`src/rtl/deser_pkg.sv`:
```
// deser_pkg: shared state type, width helper and default sizing for the serial receiver.
package deser_pkg;
    typedef enum logic {IDLE, RUN} state_e;
    localparam int DESER_DIV   = 4;
    localparam int DESER_WIDTH = 8;
    function automatic int clog2_min1(input int n);
        return (n <= 2) ? 1 : $clog2(n);
    endfunction
endpackage

```
`src/rtl/deser_bit_timer.sv`:
```
// deser_bit_timer: slot-phase counter and slot index producing the sample strobe.
module deser_bit_timer
    import deser_pkg::*;
#(
    parameter int DIV       = DESER_DIV,
    parameter int WIDTH     = DESER_WIDTH,
    parameter int SAMPLE_PT = (DIV - 1) / 2
) (
    input  logic clk,
    input  logic reset,
    input  logic run,
    input  logic align,
    output logic strobe,
    output logic sel,
    output logic last
);
    localparam int CW = clog2_min1(DIV);
    localparam int KW = clog2_min1(2 * WIDTH);

    logic [CW-1:0] cnt_q, cnt_d;
    logic [KW-1:0] k_q, k_d;

    always_comb begin
        strobe = run && !align && cnt_q == CW'(SAMPLE_PT);
        sel    = k_q[0];
        last   = k_q == KW'(2 * WIDTH - 1);
        cnt_d  = align ? '0 : !run ? cnt_q : (cnt_q == CW'(DIV - 1)) ? '0 : cnt_q + 1'b1;
        k_d    = align ? '0 : !strobe ? k_q : last ? '0 : k_q + 1'b1;
    end

    always_ff @(posedge clk or posedge reset) begin
        if (reset) begin
            cnt_q <= '0;
            k_q   <= '0;
        end else begin
            cnt_q <= cnt_d;
            k_q   <= k_d;
        end
    end
endmodule

```
`src/rtl/deserializer_rx.sv`:
```
// deserializer_rx: recovers two interleaved MSB-first channel words from an oversampled serial stream.
module deserializer_rx
    import deser_pkg::*;
#(
    parameter int DIV       = DESER_DIV,
    parameter int WIDTH     = DESER_WIDTH,
    parameter int SAMPLE_PT = (DIV - 1) / 2
) (
    input  logic             clk,
    input  logic             reset,
    input  logic             io_dataIn,
    input  logic             io_align,
    output logic [WIDTH-1:0] io_dataOut1,
    output logic [WIDTH-1:0] io_dataOut2,
    output logic             io_valid,
    output logic             io_locked
);
    state_e state_q, state_d;
    logic [WIDTH-1:0] sh1_q, sh1_d, sh2_q, sh2_d, out1_q, out1_d, out2_q, out2_d;
    logic valid_q, valid_d, locked_q, locked_d;
    logic strobe, sel, last;

    deser_bit_timer #(.DIV(DIV), .WIDTH(WIDTH), .SAMPLE_PT(SAMPLE_PT)) u_timer (
        .clk    (clk),
        .reset  (reset),
        .run    (state_q == RUN),
        .align  (io_align),
        .strobe (strobe),
        .sel    (sel),
        .last   (last)
    );

    // Outputs load from the next-state shifters so the final sampled bit lands with io_valid.
    always_comb begin
        state_d  = io_align ? RUN : state_q;
        locked_d = locked_q | io_align;
        sh1_d    = io_align ? '0 : (strobe && !sel) ? WIDTH'({sh1_q, io_dataIn}) : sh1_q;
        sh2_d    = io_align ? '0 : (strobe && sel) ? WIDTH'({sh2_q, io_dataIn}) : sh2_q;
        valid_d  = strobe && last;
        out1_d   = valid_d ? sh1_d : out1_q;
        out2_d   = valid_d ? sh2_d : out2_q;
    end

    always_ff @(posedge clk or posedge reset) begin
        if (reset) begin
            state_q  <= IDLE;
            sh1_q    <= '0;
            sh2_q    <= '0;
            out1_q   <= '0;
            out2_q   <= '0;
            valid_q  <= 1'b0;
            locked_q <= 1'b0;
        end else begin
            state_q  <= state_d;
            sh1_q    <= sh1_d;
            sh2_q    <= sh2_d;
            out1_q   <= out1_d;
            out2_q   <= out2_d;
            valid_q  <= valid_d;
            locked_q <= locked_d;
        end
    end

    assign io_dataOut1 = out1_q;
    assign io_dataOut2 = out2_q;
    assign io_valid    = valid_q;
    assign io_locked   = locked_q;
endmodule

```
`config.mk`:
```
export PLATFORM = sky130hd
export DESIGN_NAME = deserializer_rx
export DESIGN_NICKNAME = d
export VERILOG_FILES = /design/src/rtl/deser_pkg.sv /design/src/rtl/deser_bit_timer.sv /design/src/rtl/deserializer_rx.sv
export SDC_FILE = /design/constraint.sdc
export NUM_CORES = 1
export LEC_CHECK = 0
export CAP_MARGIN = 20
export CORE_ASPECT_RATIO = 0.9
export CORE_MARGIN = 8
export CORE_UTILIZATION = 40
export CTS_BUF_LIST = sky130_fd_sc_hd__clkbuf_8 sky130_fd_sc_hd__clkbuf_16
export CTS_CLUSTER_DIAMETER = 200
export CTS_CLUSTER_SIZE = 30
export DETAILED_ROUTE_END_ITERATION = 12
export PLACE_DENSITY = 0.65
export SLEW_MARGIN = 30
export SYNTH_ARGS = -nofsm -noshare
export SYNTH_HDL_FRONTEND = slang
export SYNTH_HIERARCHICAL = 1
export SYNTH_SLANG_ARGS = --single-unit
```
`constraint.sdc`:
```
create_clock -name clk -period 2.35 [get_ports clk]
set_input_delay 0.705 -clock clk [delete_from_list [all_inputs] [get_ports clk]]
set_output_delay 0.705 -clock clk [all_outputs]
set_load 0.05 [all_outputs]
```
==> results.yml, run 1 <==
critical_path:
  worstReg2RegStart: "u_timer/cnt_q[1]"
  cpPeakStageDelay_ns: 0.81
  startpoint_type: "flip-flop"
  cp.arrival_ns: 1.45
  critical-path-top-delay-family: "buffers and inverters"
  critPathRequiredTime_ns: 1.64
  end_kind: "output port"
  r2r-end: "sh1_q[5]"
  crit_buf_inv: 1
  reg2reg_slack_ns: 0.64
  crit_start: "io_dataOut2[7]"
  path_max_fanout: 2
  worstSetupPathType: "reg -> out"
  worstRegToRegCells: 9
  endpoint: "io_dataOut2[7]"
  crit_cells: 1
  slowest_stage: "clkdlybuf4s50_1"
  worstPathCellList: "clkdlybuf4s50_1"
clock_network:
  ctsRootBufferMaster: "clkbuf_8"
  clock_path_buffers: 2
  cts_hold_buffers: 0
  cts_resized: 0
  h-tree-depth: 2
  clkSinkCount: 41
  cts_tree: "done"
  cts_buffers: 5
  insertion_delay_ns: 0.29
  clk_pin_slew_worst_paths_ns: 0.08
  postCtsSetupBuffers: 0
layout:
  area_growth_pct: 21.7
  fin_nets: 215
  final_cell_mix: "nand2_1 (43), dfrtp_1 (41), clkdlybuf4s50_1 (21), mux2i_1 (17), a21oi_1 (16)"
  diodes: 0
  final_common_cell: "nand2_1"
  regArea_um2: 1030
  drive_gt1_share_pct: 14.4
  fin_util_pct: 50.8
  multi_input_area_um2: 762
  fill_cells: 428
floorplanning:
  rows: 23
  io_pins: 22
  core_area_um2: 4460
  initial_utilization_pct: 41.8
  die_w_um: 87.9
  die_y_um: 80.7
  dieArea_um2: 7100
sta:
  rsz0062_at_grt: "false"
  drv_slew: 0
  hold_violations: 0
  final.min_clock_period_ns: 2.16
  worst_pin_slew_ns: 0.505
  max_freq_mhz: 464
  finalCritPeriodShare_pct: 91.8
  finalClockSkew_ns: 0.00761
  setup-tns-final_ns: 0
  setup_viol: 0
  relSlewSlack_pct: 66.2
global_route:
  grt_max_degree: 34
  grt_first_pass_wirelength_um: 6010
  track_usage_pct: 10.8
  busiest_layer: "met2"
  use_met3_pct: 3.63
  met2_usage_pct: 15.9
  met1_usage_pct: 14.4
  antenna_found_initial: 0
  grt_overflow: 0
  grt_pass1_vias: 1277
power:
  ir_drop_uv: 348
  power_density_nw_per_um2: 609
  p_leak_nw: 0.962
placed_design:
  gp_congestion: 0.728
  io_buffers: 21
  dp_hpwl_um: 2310
flow_run:
  maxCapViolCount: 0
yosys:
  ys_ff_latch: 41
  avgSynthCellArea_um2: 10.2
  yosys_warnings: 6
  netlist_top_cells_area: "dfrtp_1 (55%), mux2i_1 (9.1%), nand2_1 (8.7%), o21ai_2 (4.7%), a21oi_1 (4.3%)"
  ys_types: 29
  netlist_instances: 183
  yosysSeqAreaShare_pct: 55.1
  syn_nets: 190
  syn_area_um2: 1860
  yosys.area.top_type_share_pct: 55.1
  yosysTopAreaCell: "dfrtp_1"
drt:
  num_vias: 1305
  drt.antenna.violating_nets: 0
  route.detailed.drc: 0
  first_pass_iters: 4
  drt_iter0_markers: 147
  avgViaCountPerCell: 4.83
  wirelength_um: 3460
  wl_per_cell_um: 12.8
run_status:
  status: "finished clean"
worst_hold_path:
  worstHoldStart: "io_dataOut2[6]"
  hold_path_class: "reg -> reg"
==> cell families after synthesis <==
kind of cell | share of synthesized area [%]
and+or+nand+nor | 17.5
AOI/OAI and AO/OA | 11.8
muxes | 9.13
buffers and inverters | 4.03
adders and majority gates | 2.01
DFF | 55.1
xor gates and xnor gates | 0.470
==> flip-flops by register name, indices dropped and copies added, names as in the netlist <==
name and flops:
io_dataOut1 8, io_dataOut2 8, io_locked 1, io_valid 1, sh1_q 8, sh2_q 8
state_q 1, u_timer/cnt_q 2, u_timer/k_q 4
==> metal layers <==
metal  vias up  wire [um]
met4         0          0
met1       617       1770
met3         0        173
li1        666          -
met2        22       1520
met5         -          0
==> how the worst min path moves through the flow <==
| stage | endpoint | depth (start not counted) | slack [ns] |
|---|---|---|---|
| 6_report | io_dataOut2[6] | 2 | 0.48 |
| 3_3_place_gp | io_locked | 1 | 0.45 |
| 5_1_grt | io_dataOut1[5] | 2 | 0.50 |
| 4_1_cts | io_dataOut1[4] | 2 | 0.48 |
| 3_5_place_dp | io_locked | 1 | 0.46 |
| 2_1_floorplan | u_timer/cnt_q[0] | 1 | 0.50 |
==> cells in the mapped netlist <==
cell,instances
mux2i_1,17
nor2_1,5
nand2_1,43
a21o_1,1
or4_1,1
a211oi_1,1
o21ai_2,10
a21oi_1,16
dfrtp_1,41
nand4b_1,1
xor2_1,1
nand2b_1,1
nand2_2,2
buf_4,1
nand3b_1,2
clkbuf_1,3
or2_2,2
and3b_1,1
and3_4,1
buf_6,1
nand3_1,9
ha_1,3
inv_1,4
buf_2,6
or2_1,1
nor2b_1,1
o21ai_0,6
or3_1,1
a31oi_1,1
==> through the flow <==
step	hold WS, ns	std cells	power, W	cell area [um^2]	worst slack [ns]
after floorplan	0.496	183	0.000827	1860	0.630
after global placement	0.454	263	0.000858	2160	0.282
after detailed placement	0.459	263	0.000858	2160	0.291
after CTS	0.483	270	0.00140	2270	0.167
after global routing	0.505	270	0.00145	2270	0.133
final	0.479	270	0.00138	2270	0.194
==> layout make-up <==
class	count	share of cell area [%]
well taps	62	3.42
inverters	4	0.662
clock inverters	2	1.55
multi-input cells	127	33.6
repair buffers	29	12.5
clock buffers	5	3.04
flip-flops and latches	41	45.3
==> report_power, final <==
part / switching (W) / internal (W) / total (W)
Sequential: 0.00000789 / 0.000714 / 0.000722
Clock: 0.000229 / 0.000309 / 0.000537
Combinational: 0.0000764 / 0.0000457 / 0.000122
(Power assumes the default switching activity.)
==> inputs of run 2 (changes only) <==
--- a/config.mk
+++ b/config.mk
@@ -13,7 +13,8 @@
 export CTS_CLUSTER_DIAMETER = 200
 export CTS_CLUSTER_SIZE = 30
 export DETAILED_ROUTE_END_ITERATION = 12
-export PLACE_DENSITY = 0.65
+export PLACE_DENSITY_LB_ADDON = 0.08
+export SETUP_SLACK_MARGIN = 0.1
 export SLEW_MARGIN = 30
 export SYNTH_ARGS = -nofsm -noshare
 export SYNTH_HDL_FRONTEND = slang
==> constraint.sdc (replaced) <==
create_clock -name clk -period 2.7 [get_ports clk]
set_input_delay 0.81 -clock clk [delete_from_list [all_inputs] [get_ports clk]]
set_output_delay 0.81 -clock clk [all_outputs]
set_load 0.05 [all_outputs]
==> results.yml, run 2 (synthesis results as in run 1) <==
run_status:
  status: "finished clean"
worst_hold_path:
  worstHoldStart: "io_dataOut2[2]"
  worstHoldPathCells: 2
  holdPathEnd: "io_dataOut2[2]"
  hold_path_class: "reg -> reg"
critical_path:
  end_kind: "output port"
  critPathRequiredTime_ns: 1.89
  worstReg2RegStart: "u_timer/cnt_q[1]"
  crit_start: "io_dataOut1[0]"
  crit_buf_inv: 1
  worstRegToRegCells: 7
  cpPeakStageDelay_ns: 0.81
  reg2reg_slack_ns: 0.87
  startpoint_type: "flip-flop"
  worstPathCellList: "clkdlybuf4s50_1"
  critical-path-top-delay-family: "buffers and inverters"
  worstSetupPathType: "reg -> out"
  path_max_fanout: 2
  slowest_stage: "clkdlybuf4s50_1"
  r2r-end: "sh1_q[2]"
  cp.arrival_ns: 1.46
layout:
  drive_gt1_share_pct: 13.9
  final_cell_mix: "nand2_1 (43), dfrtp_1 (41), clkdlybuf4s50_1 (21), mux2i_1 (17), a21oi_1 (16)"
  area_growth_pct: 21.3
  diodes: 0
  instances_no_fill: 270
  final_common_cell: "nand2_1"
  fin_nets: 214
sta:
  max_freq_mhz: 440
  drv_slew: 0
  final.min_clock_period_ns: 2.27
  finalClockSkew_ns: 0.00460
  relSlewSlack_pct: 62.7
  setup_viol: 0
  rsz0062_at_grt: "false"
  finalCritPeriodShare_pct: 84.2
  worst_pin_slew_ns: 0.558
  setup-tns-final_ns: 0
  hold_violations: 0
power:
  p_leak_nw: 0.961
  ir_drop_uv: 469
  power_density_nw_per_um2: 549
global_route:
  grt_overflow: 0
  grt_first_pass_wirelength_um: 6730
  grt_pass1_vias: 1413
  grt_max_degree: 36
  antenna_found_initial: 0
  track_usage_pct: 12.1
placed_design:
  dp_hpwl_um: 2570
  dpl.cell_count: 262
  io_buffers: 21
  gp_congestion: 0.743
drt:
  avgViaCountPerCell: 5.16
  drt.antenna.violating_nets: 0
  num_vias: 1393
  first_pass_iters: 4
  wirelength_um: 3850
  wl_per_cell_um: 14.2
  drt_iter0_markers: 82
  route.detailed.drc: 0
clock_network:
  cts_buffers: 5
  ctsRootBufferMaster: "clkbuf_8"
  cts_tree: "done"
  cts_hold_buffers: 0
  h-tree-depth: 2
  clkSinkCount: 41
  clock_path_buffers: 2
  cts_resized: 0
  clk_pin_slew_worst_paths_ns: 0.08
  postCtsSetupBuffers: 0
  insertion_delay_ns: 0.29
floorplanning:
  io_pins: 22
  rows: 23
  dieArea_um2: 7100
  die_y_um: 80.7
  core_area_um2: 4460
  die_w_um: 87.9
  initial_utilization_pct: 41.8
flow_run:
  maxCapViolCount: 0
## run 2: cell types whose count changed in the layout (fill, tap and decap cells not counted), sizes merged
cell    before  now
clkbuf       5    6
clkinv       1    0
buf          8    7
inv          4    5
## run 2: area by class of cell
type                    instances  area, um^2
fillers                       414        2200
flip-flops and latches         41        1030
multi-input cells             127         762
repair buffers                 28         263
clock buffers                   6        82.6
well taps                      62        77.6
clock inverters                 2        33.8
inverters                       4        15.0
## run 2: worst max-delay path by stage
| stage | end | slack (ns) | cells past startpoint |
|---|---|---|---|
| floorplan | io_dataOut1[1] | 0.87 | 6 |
| global placement | sh1_q[0] | 0.49 | 5 |
| detailed placement | sh1_q[6] | 0.38 | 5 |
| CTS | io_dataOut1[0] | 0.41 | 1 |
| global route | io_dataOut1[5] | 0.36 | 1 |
| finish | io_dataOut1[0] | 0.43 | 1 |
## run 2: per-layer routing
metal | vias up | part of all wire (%) | track usage (%)
met5 | - | 0 | 0
met4 | 0 | 1.8 | 5.32
met3 | 12 | 4.7 | 3.13
li1 | 667 | - | -
met2 | 26 | 49 | 19.3
met1 | 688 | 45 | 15.1
## run 2: where the power goes
| group | switching (W) | internal (W) |
|---|---|---|
| registers | 0.00000718 | 0.000621 |
| clock network | 0.000210 | 0.000298 |
| logic | 0.0000675 | 0.0000360 |
| total | 0.000285 | 0.000955 |
## run 2: per-stage QoR
stage                     instance area [um^2]  hold slack [ns]  power [W]  worst slack [ns]  utilization (%)
final                                     2260            0.479    0.00124             0.427             50.7
after global routing                      2260            0.502    0.00129             0.357             50.7
after CTS                                 2260            0.485    0.00126             0.409             50.7
after detailed placement                  2140            0.458   0.000746             0.380             48.1
after global placement                    2140            0.455   0.000741             0.488             48.1
after floorplan                           1860            0.501   0.000720             0.875                -
